**config.mk**
```make
export PLATFORM = sky130hd
export DESIGN_NAME = id_stage_sb
export DESIGN_NICKNAME = d
export VERILOG_FILES = /design/src/rtl/id_sb_pkg.sv /design/src/rtl/id_sb_grf.sv /design/src/rtl/id_stage_sb.sv
export SDC_FILE = /design/constraint.sdc
export NUM_CORES = 2
export LEC_CHECK = 0
export ABC_AREA = 1
export CAP_MARGIN = 20
export CORE_MARGIN = 10
export CORE_UTILIZATION = 47
export CTS_CLUSTER_SIZE = 25
export DETAILED_ROUTE_END_ITERATION = 6
export SLEW_MARGIN = 5
export SYNTH_ARGS = -nofsm -noshare
export SYNTH_HDL_FRONTEND = slang
export SYNTH_SLANG_ARGS = --single-unit
```
**constraint.sdc**
```tcl
create_clock -name clk -period 4.9 [get_ports clk]
set_input_delay 0.98 -clock clk [delete_from_list [all_inputs] [get_ports clk]]
set_output_delay 0.98 -clock clk [all_outputs]
set_load 0.005 [all_outputs]
```
**src/rtl/id_sb_pkg.sv**
```systemverilog
// Shared constants, hazard record type and counter helper for the id_stage_sb decode stage.
package id_sb_pkg;

  localparam int TNEW_W_DEF = 2;
  localparam logic [TNEW_W_DEF-1:0] TUSE_NONE = {TNEW_W_DEF{1'b1}};
  localparam int REG_ZERO = 0;

  // Hazard fields are sized for the widest supported configuration; narrower
  // instances zero-extend into them, which keeps all-ones tuse as "never consumed".
  localparam int HZ_AW = 8;
  localparam int HZ_TW = 8;

  typedef struct packed {
    logic [HZ_AW-1:0] rs;
    logic [HZ_AW-1:0] rt;
    logic [HZ_TW-1:0] rs_tuse;
    logic [HZ_TW-1:0] rt_tuse;
    logic [HZ_AW-1:0] dst;
    logic             dst_we;
    logic [HZ_TW-1:0] tnew;
  } hazard_info_t;

  function automatic logic [HZ_TW-1:0] sat_dec(input logic [HZ_TW-1:0] c);
    if (c != {HZ_TW{1'b0}}) begin
      return c - HZ_TW'(1);
    end else begin
      return c;
    end
  endfunction

endpackage

```
**src/rtl/id_sb_grf.sv**
```systemverilog
// General register file: two combinational read ports with write-through bypass;
// register 0 reads as zero and ignores writes.
module id_sb_grf
  import id_sb_pkg::*;
#(
  parameter  int XLEN  = 32,
  parameter  int REG_N = 32,
  localparam int AW    = $clog2(REG_N)
) (
  input  logic            clk,
  input  logic            reset,
  input  logic            we,
  input  logic [AW-1:0]   waddr,
  input  logic [XLEN-1:0] wdata,
  input  logic [AW-1:0]   raddr_a,
  input  logic [AW-1:0]   raddr_b,
  output logic [XLEN-1:0] rdata_a,
  output logic [XLEN-1:0] rdata_b
);

  logic [XLEN-1:0] regs_r [REG_N];

  // Register array update; register 0 is never written.
  always_ff @(posedge clk) begin
    if (reset) begin
      for (int i = 0; i < REG_N; i++) begin
        regs_r[i] <= {XLEN{1'b0}};
      end
    end else if (we && (waddr != AW'(REG_ZERO))) begin
      regs_r[waddr] <= wdata;
    end
  end

  // Port A read with same-cycle write-through.
  always_comb begin
    if (raddr_a == AW'(REG_ZERO)) begin
      rdata_a = {XLEN{1'b0}};
    end else if (we && (waddr == raddr_a)) begin
      rdata_a = wdata;
    end else begin
      rdata_a = regs_r[raddr_a];
    end
  end

  // Port B read with same-cycle write-through.
  always_comb begin
    if (raddr_b == AW'(REG_ZERO)) begin
      rdata_b = {XLEN{1'b0}};
    end else if (we && (waddr == raddr_b)) begin
      rdata_b = wdata;
    end else begin
      rdata_b = regs_r[raddr_b];
    end
  end

endmodule

```
**src/rtl/id_stage_sb.sv**
```systemverilog
// Decode stage with IF/ID register, bypassed GRF read and a Tuse/Tnew scoreboard
// that produces its own stall. Define ID_SB_MD_EN to interlock mult/div issue on md_busy.
module id_stage_sb
  import id_sb_pkg::*;
#(
  parameter  int XLEN   = 32,
  parameter  int REG_N  = 32,
  parameter  int TNEW_W = TNEW_W_DEF,
  localparam int AW     = $clog2(REG_N)
) (
  input  logic              clk,
  input  logic              reset,
  input  logic              f_valid,
  input  logic [XLEN-1:0]   f_pc,
  input  logic [31:0]       f_instr,
  output logic              d_ready,
  input  logic              flush,
  input  logic [AW-1:0]     dec_rs,
  input  logic [AW-1:0]     dec_rt,
  input  logic [TNEW_W-1:0] dec_rs_tuse,
  input  logic [TNEW_W-1:0] dec_rt_tuse,
  input  logic [AW-1:0]     dec_dst,
  input  logic              dec_dst_we,
  input  logic [TNEW_W-1:0] dec_tnew,
  input  logic              dec_md,
  input  logic              md_busy,
  input  logic              wb_we,
  input  logic [AW-1:0]     wb_addr,
  input  logic [XLEN-1:0]   wb_data,
  output logic [XLEN-1:0]   d_pc,
  output logic [31:0]       d_instr,
  output logic [XLEN-1:0]   d_rs_data,
  output logic [XLEN-1:0]   d_rt_data,
  output logic              e_valid
);

  logic              v_r;
  logic [XLEN-1:0]   pc_r;
  logic [31:0]       instr_r;
  logic [TNEW_W-1:0] cnt_r [REG_N];

  hazard_info_t      hz_s;
  logic [HZ_TW-1:0]  rs_cnt_s;
  logic [HZ_TW-1:0]  rt_cnt_s;
  logic              haz_rs_s;
  logic              haz_rt_s;
  logic              haz_md_s;
  logic              stall_s;
  logic              issue_s;

`ifdef ID_SB_MD_EN
  assign haz_md_s = dec_md && md_busy;
`else
  logic md_unused_s;
  assign haz_md_s    = 1'b0;
  assign md_unused_s = dec_md ^ md_busy;
`endif

  // Pack the external decoder's fields into the shared hazard record.
  always_comb begin
    hz_s         = {$bits(hazard_info_t){1'b0}};
    hz_s.rs      = HZ_AW'(dec_rs);
    hz_s.rt      = HZ_AW'(dec_rt);
    hz_s.rs_tuse = HZ_TW'(dec_rs_tuse);
    hz_s.rt_tuse = HZ_TW'(dec_rt_tuse);
    hz_s.dst     = HZ_AW'(dec_dst);
    hz_s.dst_we  = dec_dst_we;
    hz_s.tnew    = HZ_TW'(dec_tnew);
  end

  // The producer already spent one cycle in E when the consumer is decoded, so
  // the post-decrement count is what must not exceed tuse. Flush beats stall.
  always_comb begin
    rs_cnt_s = sat_dec(HZ_TW'(cnt_r[dec_rs]));
    rt_cnt_s = sat_dec(HZ_TW'(cnt_r[dec_rt]));
    haz_rs_s = (hz_s.rs != HZ_AW'(REG_ZERO)) && (rs_cnt_s > hz_s.rs_tuse);
    haz_rt_s = (hz_s.rt != HZ_AW'(REG_ZERO)) && (rt_cnt_s > hz_s.rt_tuse);
    stall_s  = v_r && !flush && (haz_rs_s || haz_rt_s || haz_md_s);
    issue_s  = v_r && !stall_s && !flush;
  end

  assign d_ready = !stall_s;
  assign e_valid = issue_s;
  assign d_pc    = pc_r;
  assign d_instr = instr_r;

  // IF/ID pipeline register: accepts fetch whenever decode is not holding.
  always_ff @(posedge clk) begin
    if (reset) begin
      v_r     <= 1'b0;
      pc_r    <= {XLEN{1'b0}};
      instr_r <= 32'h0000_0000;
    end else if (!stall_s) begin
      v_r     <= f_valid;
      pc_r    <= f_pc;
      instr_r <= f_instr;
    end
  end

  // Result-readiness counters: youngest issuing writer reloads, others count down.
  always_ff @(posedge clk) begin
    if (reset) begin
      for (int i = 0; i < REG_N; i++) begin
        cnt_r[i] <= {TNEW_W{1'b0}};
      end
    end else begin
      cnt_r[0] <= {TNEW_W{1'b0}};
      for (int i = 1; i < REG_N; i++) begin
        if (issue_s && hz_s.dst_we && (hz_s.dst == HZ_AW'(i))) begin
          cnt_r[i] <= TNEW_W'(hz_s.tnew);
        end else if (cnt_r[i] != {TNEW_W{1'b0}}) begin
          cnt_r[i] <= cnt_r[i] - TNEW_W'(1);
        end
      end
    end
  end

  id_sb_grf #(
    .XLEN  (XLEN),
    .REG_N (REG_N)
  ) u_grf (
    .clk     (clk),
    .reset   (reset),
    .we      (wb_we),
    .waddr   (wb_addr),
    .wdata   (wb_data),
    .raddr_a (dec_rs),
    .raddr_b (dec_rt),
    .rdata_a (d_rs_data),
    .rdata_b (d_rt_data)
  );

endmodule

```
==> impl_results.md <==
- Upper clock frequency limit: 0.210 GHz
- TritonCTS buffer count: 134
- Placer congestion estimate: 0.924
- Max Slew Vio Count: 0
- Level count of the clock H-tree: 4
- Initial Utilization: 47.5%
- Clock insertion delay at the later pin of the skew report: 0.76 ns
- Pin count of the biggest net entering global routing: 161
- Number of distinct standard cells referenced by the synthesized netlist: 37
- Core area: 136,000 µm²
- Area Growth Syn to Fin: 14.9%
- Sequence of cells on the critical path: buf_8 -> inv_8 -> nor2_4 -> buf_12 -> buf_4 -> nand2_1 -> o211ai_1 -> nand3_1 -> nand2_1 -> nand2_1 -> a21oi_1 -> buf_4 -> clkdlybuf4s50_1
- Portion of synthesized cell area occupied by the leading cell type: 50.6%
- Net count, final: 8,276
- Worst stage delay on the critical path: 0.50 ns
- Largest fanout of any net on the critical path: 17
- Post-synthesis sequential element count: 1,151
- Setup crit end kind: output pin
- Top flip-flop cell by instance count after synthesis: sky130_fd_sc_hd__edfxtp_1
- Lkg Pwr: 0.0305 µW
- Std-Cell Rows: 135
- Sink count of the clock tree: 1,151
- Tmin final: 4.75 ns
- Complex-gate fraction of the synthesized area: 11.5%
- Pwr dens: 347 nW/µm²
- Final HPWL DP: 158,000 µm
- Count of antenna-violating nets left after detailed routing: 0
- Tcrit/Tclk final: 97.0%
- Startpoint Class: input pin
- Die Outline Area: 152,000 µm²
- VDD IR-drop max: 330 µV
- Hold/Removal Path Class: reg2reg
- CP max stage cell: sky130_fd_sc_hd__clkdlybuf4s50_1
- Number of resized instances in the post-cts repair step: 0
- Clk slew on worst S/H paths: 0.06 ns
- Hold Fails Final Rpt: 0
- Slew at the pin closest to its max-slew limit: 1.11 ns
- Synth Area per Inst: 7.98 µm²
- Combinational family with the most area after synthesis: simple AND/OR/NAND/NOR gates
- First-pass iteration count of the detailed router: 7
- Critical path class: in2out
- Number of fill cells: 12,200
- DRC violations left: 10
- Synth Area in XOR/XNOR: 0.0272%
- Via count normalized by instance count: 6.10
- Number of buffers inserted by hold repair at cts: 0
- Final worst clock skew: 0.0193 ns
- Violated checks: DRC
- Most frequent standard cell in the layout excluding fill and tap cells: sky130_fd_sc_hd__nor2_1
- Mux contribution to synthesized area: 0%
- Leading cell types by total area after synthesis: sky130_fd_sc_hd__edfxtp_1, sky130_fd_sc_hd__nor2_1, sky130_fd_sc_hd__nand2_1
- Clock Tree Buf Depth: 3
- Input/output buffers: 257
- CP required: 3.92 ns
- Die Span X: 390 µm
- Average routed wire per standard cell: 26.2 µm
- Adder-cell share of the synthesized area: 0.679%
- Share of final-layout standard cells stronger than drive strength 1: 7.07%
- Part of the Yosys area used for sequential elements: 52.6%
- Cell count after synthesis: 8,077
- Number of global-route vias before repair: 58,200
- Initial antenna violation count: 14
- Arrival time at the worst endpoint: 3.77 ns
- Status: finished, violations left
- Vias after detailed routing: 60,900
- Root cell of the clock tree: sky130_fd_sc_hd__clkbuf_16
- Vertical die dimension: 390 µm
- Total detailed-routing wirelength: 262,000 µm
- Setup repair after global routing missed its margin: false
- IO Pins: 260
- Global-route congestion overflow total: 0
- Leading cell types in the layout, fill and taps excluded: sky130_fd_sc_hd__nor2_1, sky130_fd_sc_hd__nand2_1, sky130_fd_sc_hd__edfxtp_1, sky130_fd_sc_hd__nand3_1, sky130_fd_sc_hd__inv_1
- Post-layout worst setup margin: 0.147 ns
- Number of enable flip-flop cells after synthesis: 1,086
- Iter 0 DRT Violations: 8,842
- Post-synthesis simple-gate area fraction: 26.7%
- CTS tree: built
- Global-route total usage across every layer: 33.3%
- Synth async-reset ratio: 0%
- DP Worst Slack: 0.208 ns
- Most frequent cell on the critical path: sky130_fd_sc_hd__nand2_1
- Setup total negative slack: 0 ns
- MaxCap Viol Count: 0
- Number of warnings reported in the yosys synthesis log: 0
- Relative slew slack: 25.8%
- Global-route wire length before repair: 376,000 µm
- Finish-stage setup viols: 0
- Mapped Area: 64,500 µm²
- Post-CTS setup-driven buffer insertion count: 0
- Post-synth top area cell: sky130_fd_sc_hd__edfxtp_1
-- cell families (layout without fill, tap and decap cells) --
logic type / count (synthesis) / in the layout
and+or+nand+nor: 4262 / 4262
buffers and inverters: 1343 / 1441
AOI/OAI and AO/OA: 1283 / 1283
DFF: 1151 / 1151
adders and majority gates: 35 / 35
xor gates and xnor gates: 2 / 2
other: 1 / 34
-- worst paths after layout --
path | from | to | slack (ns) | cells past startpoint
setup / recovery | dec_rs[0] | d_rs_data[31] | 0.15 | 13
setup reg to reg | cnt_r[7][1]$_SDFFCE_PN0P_ | cnt_r[25][1]$_SDFFCE_PP0P_ | 1.31 | 18
hold / removal | d_pc[14]$_SDFFE_PP0N_ | d_pc[14]$_SDFFE_PP0N_ | 0.48 | 2
hold reg to reg | d_pc[14]$_SDFFE_PP0N_ | d_pc[14]$_SDFFE_PP0N_ | 0.48 | 2
-- critical path: cells and delay by family --
kind | cells | cell delay [ns]
and+or+nand+nor | 5 | 0.78
buffers and inverters | 6 | 1.43
AOI/OAI and AO/OA | 2 | 0.54
-- Yosys cell counts, drive strengths merged (6+ instances only) --
| cell | number |
|---|---|
| a21oi | 423 |
| edfxtp | 1086 |
| ha | 35 |
| dfxtp | 65 |
| buf | 357 |
| o211ai | 361 |
| nand4 | 70 |
| nand3 | 692 |
| nand2 | 1701 |
| clkbuf | 317 |
| nor2 | 1777 |
| o21ai | 425 |
| o22ai | 6 |
| a31oi | 63 |
| nor3 | 20 |
| inv | 668 |
-- sequential cells by signal, summed over array words and instances (netlist names) --
| register | flops |
|---|---|
| v_r | 1 |
| d_instr | 32 |
| u_grf.regs_r | 1024 |
| cnt_r | 62 |
| d_pc | 32 |
-- metrics by stage --
step | std cells | hold slack [ns] | cell area (µm²) | power (µW) | utilization [%]
finish | 9989 | 0.479 | 74100 | 25700 | 54.5
global route | 9987 | 0.501 | 74100 | 26500 | 54.5
CTS | 9983 | 0.484 | 74000 | 25600 | 54.5
detailed placement | 9752 | 0.473 | 69800 | 15900 | 51.4
global placement | 9745 | 0.461 | 69600 | 15800 | 51.2
floorplan | 8108 | 0.480 | 64600 | 14100 | -
-- power by group --
group / internal, µW / leakage (µW) / switching (µW)
combinational: 1330 / 0.0175 / 2810
clock: 5700 / 0.00206 / 4150
sequential: 11400 / 0.0110 / 310
-- cell type report --
type	count	area [µm²]	area share (%)
sequential	1151	33900	45.8
multi-input combinational	5614	25400	34.3
timing repair buffer	541	5790	7.82
clock buffer	174	3640	4.92
inverter	669	2540	3.43
tap	1781	2230	3.01
clock inverter	57	562	0.758
antenna	2	5.00	0.00676
-- layer usage --
metal | track usage, % | wire length (µm) | vias up
met1 | 42.4 | 95600 | 28700
met2 | 50.6 | 114000 | 4445
met3 | 9.65 | 37000 | 924
met4 | 18.7 | 15600 | 12
met5 | 0 | 81 | -
li1 | - | - | 26900
(Power assumes the default switching activity.)
